**config.mk**
```make
export PLATFORM = sky130hd
export DESIGN_NAME = serial_adder
export DESIGN_NICKNAME = d
export VERILOG_FILES = /design/src/rtl/serial_adder.sv
export SDC_FILE = /design/constraint.sdc
export NUM_CORES = 1
export LEC_CHECK = 0
export CAP_MARGIN = 25
export CELL_PAD_IN_SITES_DETAIL_PLACEMENT = 2
export CELL_PAD_IN_SITES_GLOBAL_PLACEMENT = 2
export CORE_ASPECT_RATIO = 1.25
export CORE_MARGIN = 2
export CORE_UTILIZATION = 34
export DETAILED_ROUTE_END_ITERATION = 16
export HOLD_SLACK_MARGIN = 0.02
export PLACE_DENSITY = 0.74
export SLEW_MARGIN = 0
export SYNTH_ARGS = -nofsm -noshare
export SYNTH_HDL_FRONTEND = slang
export SYNTH_SLANG_ARGS = --single-unit
```
**constraint.sdc**
```tcl
create_clock -name clk -period 1.9 [get_ports clk]
set_input_delay 0.38 -clock clk [delete_from_list [all_inputs] [get_ports clk]]
set_output_delay 0.38 -clock clk [all_outputs]
set_load 0.005 [all_outputs]
```
**src/rtl/serial_adder.sv**
```systemverilog
// rtl/serial_adder.sv - digit-serial adder, DIGIT bits per clock, registered sum/cout/ovf
module serial_adder #(
  parameter int WIDTH = 8,
  parameter int DIGIT = 1
) (
  input  logic             clk,
  input  logic             rst_n,
  input  logic             start,
  input  logic [WIDTH-1:0] a,
  input  logic [WIDTH-1:0] b,
  input  logic             cin,
  output logic [WIDTH-1:0] sum,
  output logic             cout,
  output logic             ovf,
  output logic             busy,
  output logic             done
);

  localparam int STEPS = WIDTH / DIGIT;
  localparam int CW    = (STEPS > 1) ? $clog2(STEPS) : 1;

  typedef enum logic [1:0] {
    IDLE = 2'd0,
    RUN  = 2'd1,
    DONE = 2'd2
  } state_t;

  state_t           state;
  logic [WIDTH-1:0] a_sh;
  logic [WIDTH-1:0] b_sh;
  logic [WIDTH-1:0] acc;
  logic             carry;
  logic [CW-1:0]    cnt;

  logic [DIGIT:0]   dsum;
  logic [WIDTH-1:0] acc_next;
  logic             msb_cin;
  logic             last;

  // One digit of addition: the only arithmetic is this DIGIT+1 bit adder.
  always_comb begin
    dsum     = {1'b0, a_sh[DIGIT-1:0]} + {1'b0, b_sh[DIGIT-1:0]} + {{DIGIT{1'b0}}, carry};
    // Carry into the top bit of the digit, recovered from the operand and result bits.
    msb_cin  = a_sh[DIGIT-1] ^ b_sh[DIGIT-1] ^ dsum[DIGIT-1];
    // New digit enters at the MSB end; after STEPS shifts the sum is aligned.
    acc_next = (acc >> DIGIT) | (WIDTH'(dsum[DIGIT-1:0]) << (WIDTH - DIGIT));
    last     = (cnt == CW'(STEPS - 1));
  end

  // Control FSM with datapath shift registers and registered result outputs.
  always_ff @(posedge clk or negedge rst_n) begin
    if (!rst_n) begin
      state <= IDLE;
      a_sh  <= '0;
      b_sh  <= '0;
      acc   <= '0;
      carry <= 1'b0;
      cnt   <= '0;
      sum   <= '0;
      cout  <= 1'b0;
      ovf   <= 1'b0;
      busy  <= 1'b0;
      done  <= 1'b0;
    end else begin
      case (state)
        IDLE: begin
          done <= 1'b0;
          if (start) begin
            a_sh  <= a;
            b_sh  <= b;
            carry <= cin;
            acc   <= '0;
            cnt   <= '0;
            busy  <= 1'b1;
            state <= RUN;
          end
        end
        RUN: begin
          a_sh  <= a_sh >> DIGIT;
          b_sh  <= b_sh >> DIGIT;
          carry <= dsum[DIGIT];
          acc   <= acc_next;
          cnt   <= cnt + 1'b1;
          if (last) begin
            sum   <= acc_next;
            cout  <= dsum[DIGIT];
            ovf   <= msb_cin ^ dsum[DIGIT];
            done  <= 1'b1;
            state <= DONE;
          end
        end
        DONE: begin
          done  <= 1'b0;
          busy  <= 1'b0;
          state <= IDLE;
        end
        default: begin
          done  <= 1'b0;
          busy  <= 1'b0;
          state <= IDLE;
        end
      endcase
    end
  end

endmodule

```
# == Word level (Yosys, flattened, before mapping) ==
# Index checks and enable logic that the tools add are counted.
# totals
reg_bits,42
inputBits,20
# op_classes
add_sub_neg,3
n_eq_ne,4
muxes,17
n_bitwise,5
reduce_logical,6
# op_table
cell,n
$pmux 8 s2,3
$mux 8,3
$or 7x8->8,1
$reduce_and 2->1,4
$pmux 3 s2,1
$mux 1,4
$mux 2,2
$ne 2x2->1 const B,2
$pmux 1 s2,2
$pmux 2 s2,1
$add 3x1->3 const B,1
$eq 3x3->1 const B,1
$mux 3,1
$xor 1x1->1,3
$add 1x1->2,1
$add 2x1->2,1
$eq 2x1->1 const B,1
$logic_not 2->1,1
$reduce_bool 2->1,1
$not 1->1,1

# == Logic depth before layout (Yosys ltp) ==
# depth
word_depth,4
ltp_mapped,6
ltp_nobuf,5

# == Worst setup path before layout ==
# Ideal clock, no wire load.
# synth_path
path_type,register to register
startpoint,register a_sh[0]
endpoint,register ovf
setup_ns,0.126
t_arrival_ns,1.319
required_time_ns,1.774
setup_slack_ns,0.454
stages_incl_launch_ff,6
n_path_buf,0
cell_sequence,dfrtp_1 -> inv_1 -> fa_1 -> xnor2_1 -> xnor2_1 -> o21ai_0
# synth_via
elab_chain_cells,4
# synth_rtl
element,line,source
start: declaration,29,logic [WIDTH-1:0] a_sh;
start signal: assignment,79,a_sh <= a_sh >> DIGIT;
$add 1x1->2,42,"dsum = {1'b0, a_sh[DIGIT-1:0]} + {1'b0, b_sh[DIGIT-1:0]} + {{DIGIT{1'b0}}, carry};"
$add 2x1->2,42,
$xor 1x1->1,44,msb_cin = a_sh[DIGIT-1] ^ b_sh[DIGIT-1] ^ dsum[DIGIT-1];
$xor 1x1->1 *,87,ovf <= msb_cin ^ dsum[DIGIT];
end signal: assignment,87,
end: declaration,14,"output logic ovf,"
# Mark *: on every way between the ends. The rest lies on a longest branch, timed or not.
# A chain may end at the register's enable or synchronous reset.

# == Worst setup path in the final report ==
# Same ends and word-level chain as after synthesis.

==> metrics.md <==
| Metric | Value |
|---|---|
| Instance area at placement | 0.002157 mm2 |
| Share of flip-flops with an asynchronous set or reset after synthesis | 100.0% |
| Number of endpoints with negative hold slack in the final report | 0 |
| CTS tree | yes |
| Total negative slack | 0 ns |
| Element type at the critical path start | register |
| Chain of cells forming the critical path | inv_1, fa_1, xnor2_1, xnor2_1, o21ai_0 |
| Port Buffers | 31 |
| Number of sinks on the clock net | 41 |
| Number of antenna violations at the first check in global routing | 0 |
| Critical-path top delay cell | fa_1 |
| Number of antenna-violating nets in the routed design | 0 |
| Hold/Removal Path Class | input pin to asynchronous set/reset pin |
| Final Net Count | 209 |
| Standard cell core area | 0.005116 mm2 |
| Leakage component of the power | 1.087 nW |
| Grt ovf | 0 |
| Final Instance Count excl. Fillers | 249 |
| Total instance count after detailed placement | 241 |
| Setup CP Type | register to register |
| Post-CTS Hold Fix Bufs | 0 |
| Register-to-Register Setup Slack | 0.36 ns |
| Pin count of the biggest net entering global routing | 42 |
| Setup slack after placement | 0.2663 ns |
| Max-Slew Margin vs Limit | 64.55% |
| Worst vdd rail ir drop | 0.0005975 V |
| Clock-pin transition on the worst setup and hold timing paths | 0.08 ns |
| Area growth syn-to-layout | 24.71% |
| Relative contribution of the clock network to total power | 19.9% |
| Proportion of total power due to net switching | 31.91% |
| Design Area, Final | 0.002273 mm2 |
| Setup violation total in the final timing report | 0 |
| Number of H-tree levels | 2 |
| Via count | 1225 |
| Data required time of the critical path | 2.08 ns |
| Number of placed I/O pins | 32 |
| Distinct cell type count of the synthesized netlist | 24 |
| Yosys top cell area share | 56.28% |
| # DRC | 0 |
| Width of the die | 69.50 um |
| Buffers inserted by post-CTS timing repair | 0 |
| Final period demand of the worst path | 1.543 ns |
| Part of the cycle the worst path needs | 81.19% |
| TritonCTS Buffers | 5 |
| Post-layout power | 3.660 mW |
| Estimated wirelength of the detail-placed design | 2.671 mm |
| Internal power component | 2.492 mW |
| Clock Tree Root | clkbuf_8 |
| Capturing element type of the critical path | register |
| Count of final max-slew check failures | 0 |
| Post-synth EDFFs | 0 |
| Worst-case clock buffer depth | 2 |
| Cell type with the largest total area after synthesis | dfrtp_1 |
| R2r worst-path depth | 5 |
| Share of power burned in registers | 41.1% |
| Antenna diode instance count | 0 |
| Clock Skew | 0.007168 ns |
| Initial Util | 35.63% |
| Predominant post-synthesis flop cell | dfrtp_1 |
| Most frequently used cell type in the post-synthesis netlist | dfrtp_1 |
| Chip Height | 85.87 um |
| Share of synthesized area occupied by flip-flops and latches | 56.28% |
| Cell area after synthesis | 0.001823 mm2 |
| Final routed wire length divided by cell count | 15.09 um |
| Area contributors post-synth | dfrtp_1, mux2i_1, o21ai_0 |
| Endpoint arrival time on the critical path | 1.72 ns |
| Status | finished clean |
| Cell count after synthesis | 152 |
| Logic gate share of total power | 39.0% |
| Global placement routability congestion | 0.7162 |
| Number of DRC markers in iteration 0 | 36 |
| Max incr delay on CP | 0.60 ns |
| # resized after CTS | 0 |
| Insertion delay of the later-clocked pin in the worst-skew pair | 0.29 ns |
| Launching point of the worst reg2reg path | a_sh[0] |
| Setup repair after global routing missed its margin | no |
| Site row count | 29 |
| Worst slew pin tran | 0.5318 ns |
| Total global-route track usage | 14.15% |
| Number of global-route vias before repair | 1377 |
| Areal power density over the cells | 1610 mW/mm2 |
| Final Routed Wirelength | 3.757 mm |
| Number of register bits inferred by synthesis | 41 |
| Most common cell on crit path | xnor2_1 |
| Number of synthesis warnings | 0 |
| Post-Syn Nets | 175 |
| Max-cap viol count | 0 |
| Via count normalized by instance count | 4.920 |
| Layout cell share with drive strength beyond 1 | 12.30% |
| Endpoint of the most critical register-to-register path | ovf |
| Global-route wire length before repair | 6.644 mm |
| First-pass DRT Iterations | 2 |
| CP max FO | 3 |
| Final setup margin | 0.3573 ns |
| Die ar. | 0.005967 mm2 |
| Post-Synthesis Mean Instance Area | 11.99 um2 |
| Top cells by instance count after synthesis | dfrtp_1, nand2_1, o21ai_0, mux2i_1, a22o_1 |
| Maximum operating frequency | 648.2 MHz |
| NetSw | 1.168 mW |
power groups by stage:
stage                     sequential (mW)  clock (mW)  combinational [mW]
after floorplan                      1.46           0                1.04
after global placement               1.50           0                1.39
after detailed placement             1.53           0                1.46
after CTS                            1.52       0.760                1.47
after global routing                 1.57       0.797                1.61
final                                1.50       0.729                1.43
state kept, by name, summed over array words and instances (netlist names), 2 cells and up:
signal,count
b_sh,8
state,2
a_sh,8
cnt,3
sum,8
acc,7
cell usage in the layout (no fill, tap or decap), drive strengths merged:
cell type	instances
a21oi	3
a22o	8
a22oi	1
buf	7
bufinv	1
clkbuf	7
clkdlybuf4s50	30
dfrtp	41
fa	1
ha	2
inv	7
mux2	7
mux2i	14
nand2	22
nand2b	2
nand3b	1
nor2	3
nor2b	2
nor4bb	1
o21ai	23
o21bai	1
xnor2	3
per-layer routing:
layer  routed length (um)  vias to the layer above  share of wire, %  global-route usage, %
met5                    0                        -                 0                      0
met3                  172                        8               4.6                  3.760
met2                 1959                       26                52                  24.91
met4                   66                        0               1.8                  5.348
li1                     -                      582                 -                      -
met1                 1558                      609                41                  16.50
area by class of cell:
type / count / area [um2]
sequential: 41 / 1026
fill: 515 / 2843
multi-input combinational: 94 / 676.9
tap: 62 / 77.57
clock inverter: 1 / 30.03
inverter: 7 / 26.28
clock buffer: 7 / 86.33
timing repair buffer: 37 / 350.3
worst max-delay path, delay by kind of cell (launching register included):
family                   cells  cell delay, ns
adder cells (fa/ha/maj)      1            0.60
AO/OA/AOI/OAI                1            0.09
flip-flops                   1            0.39
XOR/XNOR                     2            0.28
buffers and inverters        1            0.08
logic make-up after synthesis:
group | after synthesis | synth area share (%)
flops | 41 | 56.28
compound gates | 36 | 12.42
simple gates | 31 | 8.167
mux | 21 | 12.63
buf+inv | 17 | 6.589
xor+xnor | 3 | 1.442
fa+ha+maj | 3 | 2.471
worst max path at each step:
stage                     startpoint      end  slack, ns  depth (start not counted)
after global routing         a_sh[0]      ovf       0.23                          5
after detailed placement       start  b_sh[4]       0.27                          4
final                        a_sh[0]      ovf       0.36                          5
after global placement         start  a_sh[0]       0.35                          4
after floorplan              a_sh[0]      ovf       0.45                          5
after CTS                    a_sh[0]      ovf       0.32                          5
through the flow:
stage,utilization [%],hold WS [ns]
3_3_place_gp,42.16,0.4638
6_report,44.44,0.1459
2_1_floorplan,-,0.08441
3_5_place_dp,42.16,0.4751
4_1_cts,44.44,0.1633
5_1_grt,44.44,0.1830
(Power assumes the default switching activity.)
